`config.mk`:
```
export PLATFORM = sky130hd
export DESIGN_NAME = memory_access_arbiter
export DESIGN_NICKNAME = d
export VERILOG_FILES = /design/src/rtl/memory_access_arbiter.sv
export SDC_FILE = /design/constraint.sdc
export NUM_CORES = 1
export LEC_CHECK = 0
export CORE_UTILIZATION = 35
export DETAILED_ROUTE_END_ITERATION = 6
export GPL_TIMING_DRIVEN = 0
export PLACE_DENSITY = 0.79
export SYNTH_ARGS = -nofsm -noshare
export SYNTH_HDL_FRONTEND = slang
export SYNTH_SLANG_ARGS = --single-unit
```
`constraint.sdc`:
```
create_clock -name clk -period 3.85 [get_ports clk]
set_clock_uncertainty 0.2 [all_clocks]
set_input_delay 0.77 -clock clk [delete_from_list [all_inputs] [get_ports clk]]
set_output_delay 0.77 -clock clk [all_outputs]
set_load 0.05 [all_outputs]
```
`src/rtl/memory_access_arbiter.sv`:
```
// Round-robin arbiter that shares one async-read / sync-write memory between
// NUM_REQ requesters. Reads and writes are arbitrated independently, so one
// read and one write can complete in the same cycle. Grants are combinational;
// read data comes back registered one cycle after the grant.
module memory_access_arbiter #(
  parameter int NUM_REQ  = 4,
  parameter int DEPTH    = 256,
  parameter int BIT_SIZE = 16
) (
  input  logic                                clk,
  input  logic                                rst,
  input  logic [NUM_REQ-1:0]                  req_valid,
  input  logic [NUM_REQ-1:0]                  req_write,
  input  logic [NUM_REQ*$clog2(DEPTH)-1:0]    req_addr,
  input  logic [NUM_REQ*BIT_SIZE-1:0]         req_wdata,
  output logic [NUM_REQ-1:0]                  req_ready,
  output logic [NUM_REQ-1:0]                  rsp_valid,
  output logic [BIT_SIZE-1:0]                 rsp_data,
  output logic                                mem_write_enable,
  output logic [$clog2(DEPTH)-1:0]            mem_write_addr,
  output logic [BIT_SIZE-1:0]                 mem_data_in,
  output logic [$clog2(DEPTH)-1:0]            mem_read_addr,
  input  logic [BIT_SIZE-1:0]                 mem_data_out
);

  localparam int PW = (NUM_REQ > 1) ? $clog2(NUM_REQ) : 1;
  localparam int AW = $clog2(DEPTH);

  logic [PW-1:0]      wr_ptr;
  logic [PW-1:0]      rd_ptr;
  logic [NUM_REQ-1:0] wr_cand;
  logic [NUM_REQ-1:0] rd_cand;
  logic [PW:0]        wr_pick;
  logic [PW:0]        rd_pick;
  logic [NUM_REQ-1:0] wr_gnt;
  logic [NUM_REQ-1:0] rd_gnt;

  // Returns {found, winner}: first set bit of cand scanning upward from ptr,
  // wrapping at NUM_REQ. Scanning the offsets high-to-low lets the smallest
  // offset overwrite the result last.
  function automatic logic [PW:0] rr_pick(input logic [NUM_REQ-1:0] cand,
                                          input logic [PW-1:0]      ptr);
    logic [PW:0]   res;
    logic [PW-1:0] sel;
    int            idx;
    res = '0;
    for (int k = NUM_REQ - 1; k >= 0; k--) begin
      idx = int'(ptr) + k;
      if (idx >= NUM_REQ) idx = idx - NUM_REQ;
      sel = PW'(idx);
      if (cand[sel]) res = {1'b1, sel};
    end
    return res;
  endfunction

  // Pointer advance past the winner; wraps explicitly so a non-power-of-two
  // NUM_REQ never produces an out-of-range pointer.
  function automatic logic [PW-1:0] next_ptr(input logic [PW-1:0] win);
    return (win == PW'(NUM_REQ - 1)) ? '0 : win + 1'b1;
  endfunction

  // Candidate selection, grant vectors and memory-port muxing. Reset masks all
  // candidates so nothing is granted or driven while rst is high.
  always_comb begin
    wr_cand          = req_valid &  req_write & {NUM_REQ{~rst}};
    rd_cand          = req_valid & ~req_write & {NUM_REQ{~rst}};
    wr_pick          = rr_pick(wr_cand, wr_ptr);
    rd_pick          = rr_pick(rd_cand, rd_ptr);
    wr_gnt           = '0;
    rd_gnt           = '0;
    mem_write_enable = wr_pick[PW];
    mem_write_addr   = '0;
    mem_data_in      = '0;
    mem_read_addr    = '0;
    for (int i = 0; i < NUM_REQ; i++) begin
      wr_gnt[i] = wr_pick[PW] && (wr_pick[PW-1:0] == PW'(i));
      rd_gnt[i] = rd_pick[PW] && (rd_pick[PW-1:0] == PW'(i));
      if (wr_gnt[i]) begin
        mem_write_addr = req_addr[i*AW +: AW];
        mem_data_in    = req_wdata[i*BIT_SIZE +: BIT_SIZE];
      end
      if (rd_gnt[i]) mem_read_addr = req_addr[i*AW +: AW];
    end
    req_ready = wr_gnt | rd_gnt;
  end

  // Pointer update and registered read response; a reset edge drops any
  // response that would otherwise have been captured.
  always_ff @(posedge clk) begin
    if (rst) begin
      wr_ptr    <= '0;
      rd_ptr    <= '0;
      rsp_valid <= '0;
      rsp_data  <= '0;
    end else begin
      if (wr_pick[PW]) wr_ptr <= next_ptr(wr_pick[PW-1:0]);
      if (rd_pick[PW]) begin
        rd_ptr   <= next_ptr(rd_pick[PW-1:0]);
        rsp_data <= mem_data_out;
      end
      rsp_valid <= rd_gnt;
    end
  end

endmodule

```
==> flow_summary.ini, run 1 <==
[status]
outcome = finished with violations
failed_checks = negative setup slack

[timing]
setup_viol = 20
worst_slew_pin_slew_ps = 553
rsz0062_at_grt = true
finalCriticalPeriod_ps = 3960
fin_ws_ps = -112
fmax_ghz = 0.252
fin_crit_sh_pct = 103
drv_slew = 0
finalHoldViolations = 0
slew_headroom_pct = 62.8

[placement]
dp_hpwl_um = 8250
placedCellCount = 606
placedInstanceArea_um2 = 4490
place_congestion = 0.877
numPortBuffers = 178

[floorplanning]
dieArea_um2 = 7240
die_h_um = 85.1
coreArea_um2 = 6490
start_util_pct = 37.2
die_w_um = 85.1
ios = 179
row_count = 29

[critical_path]
crit_buf_inv = 3
cp_top_family = compound AO/OA/AOI/OAI gates
startpoint = req_valid[0]
crit-reg2reg-launch = rd_ptr[1]$_SDFFE_PP0P_
endpoint = mem_data_in[10]
critPathCaptureType = output pin
path_class = input pin to output pin
reg2reg_slack_ps = 1640
cp-start-kind = input pin
cpPeakStageDelay_ps = 350
r2r_end = rsp_valid[2]$_SDFF_PP0_
cp.arrival_ps = 2990
rr_worst_depth = 6
worstPathRequired_ps = 2880
slowest_stage = or3_4
worst-path-max-fanout = 6
crit_cells = 12
crit_chain = buf_8 > a32o_1 > a21oi_2 > a21oi_2 > or3_4 > ha_4 > nor2b_4 > buf_6 > a221oi_4 > a211o_1 > a21oi_4 > buf_6

[route]
vias_per_cell = 5.74
route.met3.wl_um = 812
drtIter0Drc = 192
wirelength_um = 11700
met1_length_um = 4490
dr.pass1.iters = 5
top_layer = met4
ant_nets = 0
drc_errors = 0
wl_met2_um = 5810
via_count = 3579
wl_per_cell_um = 18.7

[clock_tree]
htreeDepth = 1
numCtsBuffers = 3
cts_root_buf = clkbuf_8
cts_sinks = 24
path_clk_slew_ps = 90
clockBufferDepth = 2
clk_latency_ps = 270
cts_tree = done

[final_layout]
drive_gt1_share_pct = 33.7
insertedDiodeCount = 0
syn_to_final_growth_pct = 109
design_area_um2 = 5040
fin_nets = 677
layout.cells.non_filler = 623
final.fill_count = 470

[yosys]
synth_adder_area_share_pct = 4.14
syn_nets = 481
synth-compound-area-share_pct = 44.7
synth_seq_area_share_pct = 19.9
synth_flop_cell = dfxtp_1
synth_top_family_by_area = compound AO/OA/AOI/OAI gates
synth_cell_type_count = 44
synthSimpleGateAreaFrac_pct = 19.0
synth_edf_count = 0
synth_area_um2 = 2420
ys_ff_latch = 24
synth-xor-area-share_pct = 0
synthMuxAreaShare_pct = 0
synth.avg_cell_area_um2 = 6.88
yosys_warnings = 0
synthCells = 351
synth-async-reset-ratio_pct = 0

[power]
power.leakage_nw = 2.06
fin_total_pwr_mw = 1.27
power_density_nw_per_um2 = 252
vdd_drop_max_uv = 201

[global_route]
grt_util_all_layers_pct = 30.6
antenna_found_initial = 0
grt_max_degree = 14
grt_pass1_wl_um = 17700
grt_pass1_vias = 3647
gr-total-overflow = 0

[worst_hold_path]
min-delay-path-class = flop to flop

[job]
cap_violations = 0
## placed cells by master (no fill, tap or decap), drive strengths merged, types with 5 or more instances in the layout
master / synthesis / final
buf: 19 / 81
nand2: 66 / 66
a221o: 7 / 7
clkbuf: 14 / 14
o21ai: 11 / 11
o21a: 5 / 5
nor2: 19 / 19
a221oi: 17 / 17
clkdlybuf4s50: 0 / 133
inv: 28 / 28
a21oi: 64 / 64
a22oi: 16 / 16
dfxtp: 24 / 24
a211o: 17 / 17
ha: 8 / 8
## worst min-delay path by stage
stage | from | to | slack [ps] | cells after the start
3_5_place_dp | rsp_data[12]$_SDFFE_PP0P_ | rsp_data[12]$_SDFFE_PP0P_ | 250 | 2
3_3_place_gp | rsp_data[12]$_SDFFE_PP0P_ | rsp_data[12]$_SDFFE_PP0P_ | 240 | 2
6_report | rsp_data[12]$_SDFFE_PP0P_ | rsp_data[12]$_SDFFE_PP0P_ | 260 | 2
5_1_grt | rsp_data[10]$_SDFFE_PP0P_ | rsp_data[10]$_SDFFE_PP0P_ | 290 | 2
2_1_floorplan | rd_ptr[1]$_SDFFE_PP0P_ | rd_ptr[1]$_SDFFE_PP0P_ | 280 | 2
4_1_cts | rsp_data[12]$_SDFFE_PP0P_ | rsp_data[12]$_SDFFE_PP0P_ | 260 | 2
## state kept, by name, summed over array words and instances, names as in the netlist
name       cells
rsp_data      16
rd_ptr         2
wr_ptr         2
rsp_valid      4
## power breakdown
| part | switching, mW | total, mW | internal [mW] |
|---|---|---|---|
| clock | 0.0832 | 0.175 | 0.0914 |
| combinational | 0.449 | 0.821 | 0.372 |
| sequential | 0.0107 | 0.274 | 0.264 |
| total | 0.543 | 1.27 | 0.727 |
## cell usage after synthesis, types with 7 or more instances
cell	n	area, um2
nand2_1	66	248
a21oi_1	54	270
inv_1	27	101
dfxtp_1	24	480
nor2_1	19	71.3
a211o_1	17	149
a221oi_1	16	140
a22oi_1	16	120
clkbuf_1	14	52.6
o21ai_0	11	55.1
a21oi_2	10	87.6
buf_2	9	45.0
ha_1	8	100
a221o_1	7	70.1
## timing repair
action                     CTS  global route
resized for setup          330            56
hold buffers                 0             0
gates cloned                 2             1
pin swaps                   22            13
setup endpoints to repair   37            36
hold endpoints to repair     0             0
setup buffers                9             6
## kinds of logic (layout without fill, tap and decap cells)
kind of cell / Yosys count / count (layout)
AOI/OAI and AO/OA: 152 / 152
and+or+nand+nor: 106 / 106
buffers and inverters: 61 / 256
DFF: 24 / 24
adders and majority gates: 8 / 8
## metal layers
metal / vias up / global-route usage, %
met5: - / 0
li1: 1660 / -
met3: 46 / 4.57
met2: 216 / 53.7
met4: 0 / 15.3
met1: 1657 / 36.3
## through the flow
step | hold WS, ps | utilization (%) | setup slack, ps | TNS, ps
6_report | 256 | 77.6 | -112 | -813
3_3_place_gp | 241 | 69.1 | -1330 | -44440
5_1_grt | 286 | 77.6 | -160 | -2170
3_5_place_dp | 247 | 69.1 | -1400 | -46260
4_1_cts | 259 | 73.8 | -138 | -1870
2_1_floorplan | 285 | - | -101 | -101
## area by class of cell
type	instances	area (um2)	share of cell area [%]
multi-input cells	266	2100	41.6
repair buffers	196	1970	39.0
flip-flops and latches	24	480	9.53
plain buffers	28	236	4.69
inverters	28	105	2.08
well taps	77	96.3	1.91
clock buffers	4	55.1	1.09
## tightest hold or removal path, cell delays in order, from the launching register on
cell     delay, ps
dfxtp_1        320
nand2_1         50
a21oi_1         50
No activity file was read; power rests on OpenSTA's default activity.
==> inputs of run 2 (changes only) <==
- SLEW_MARGIN: default -> 25
==> results of run 2 <==
The final DEF is identical to that of run 1; final timing and power are the same.
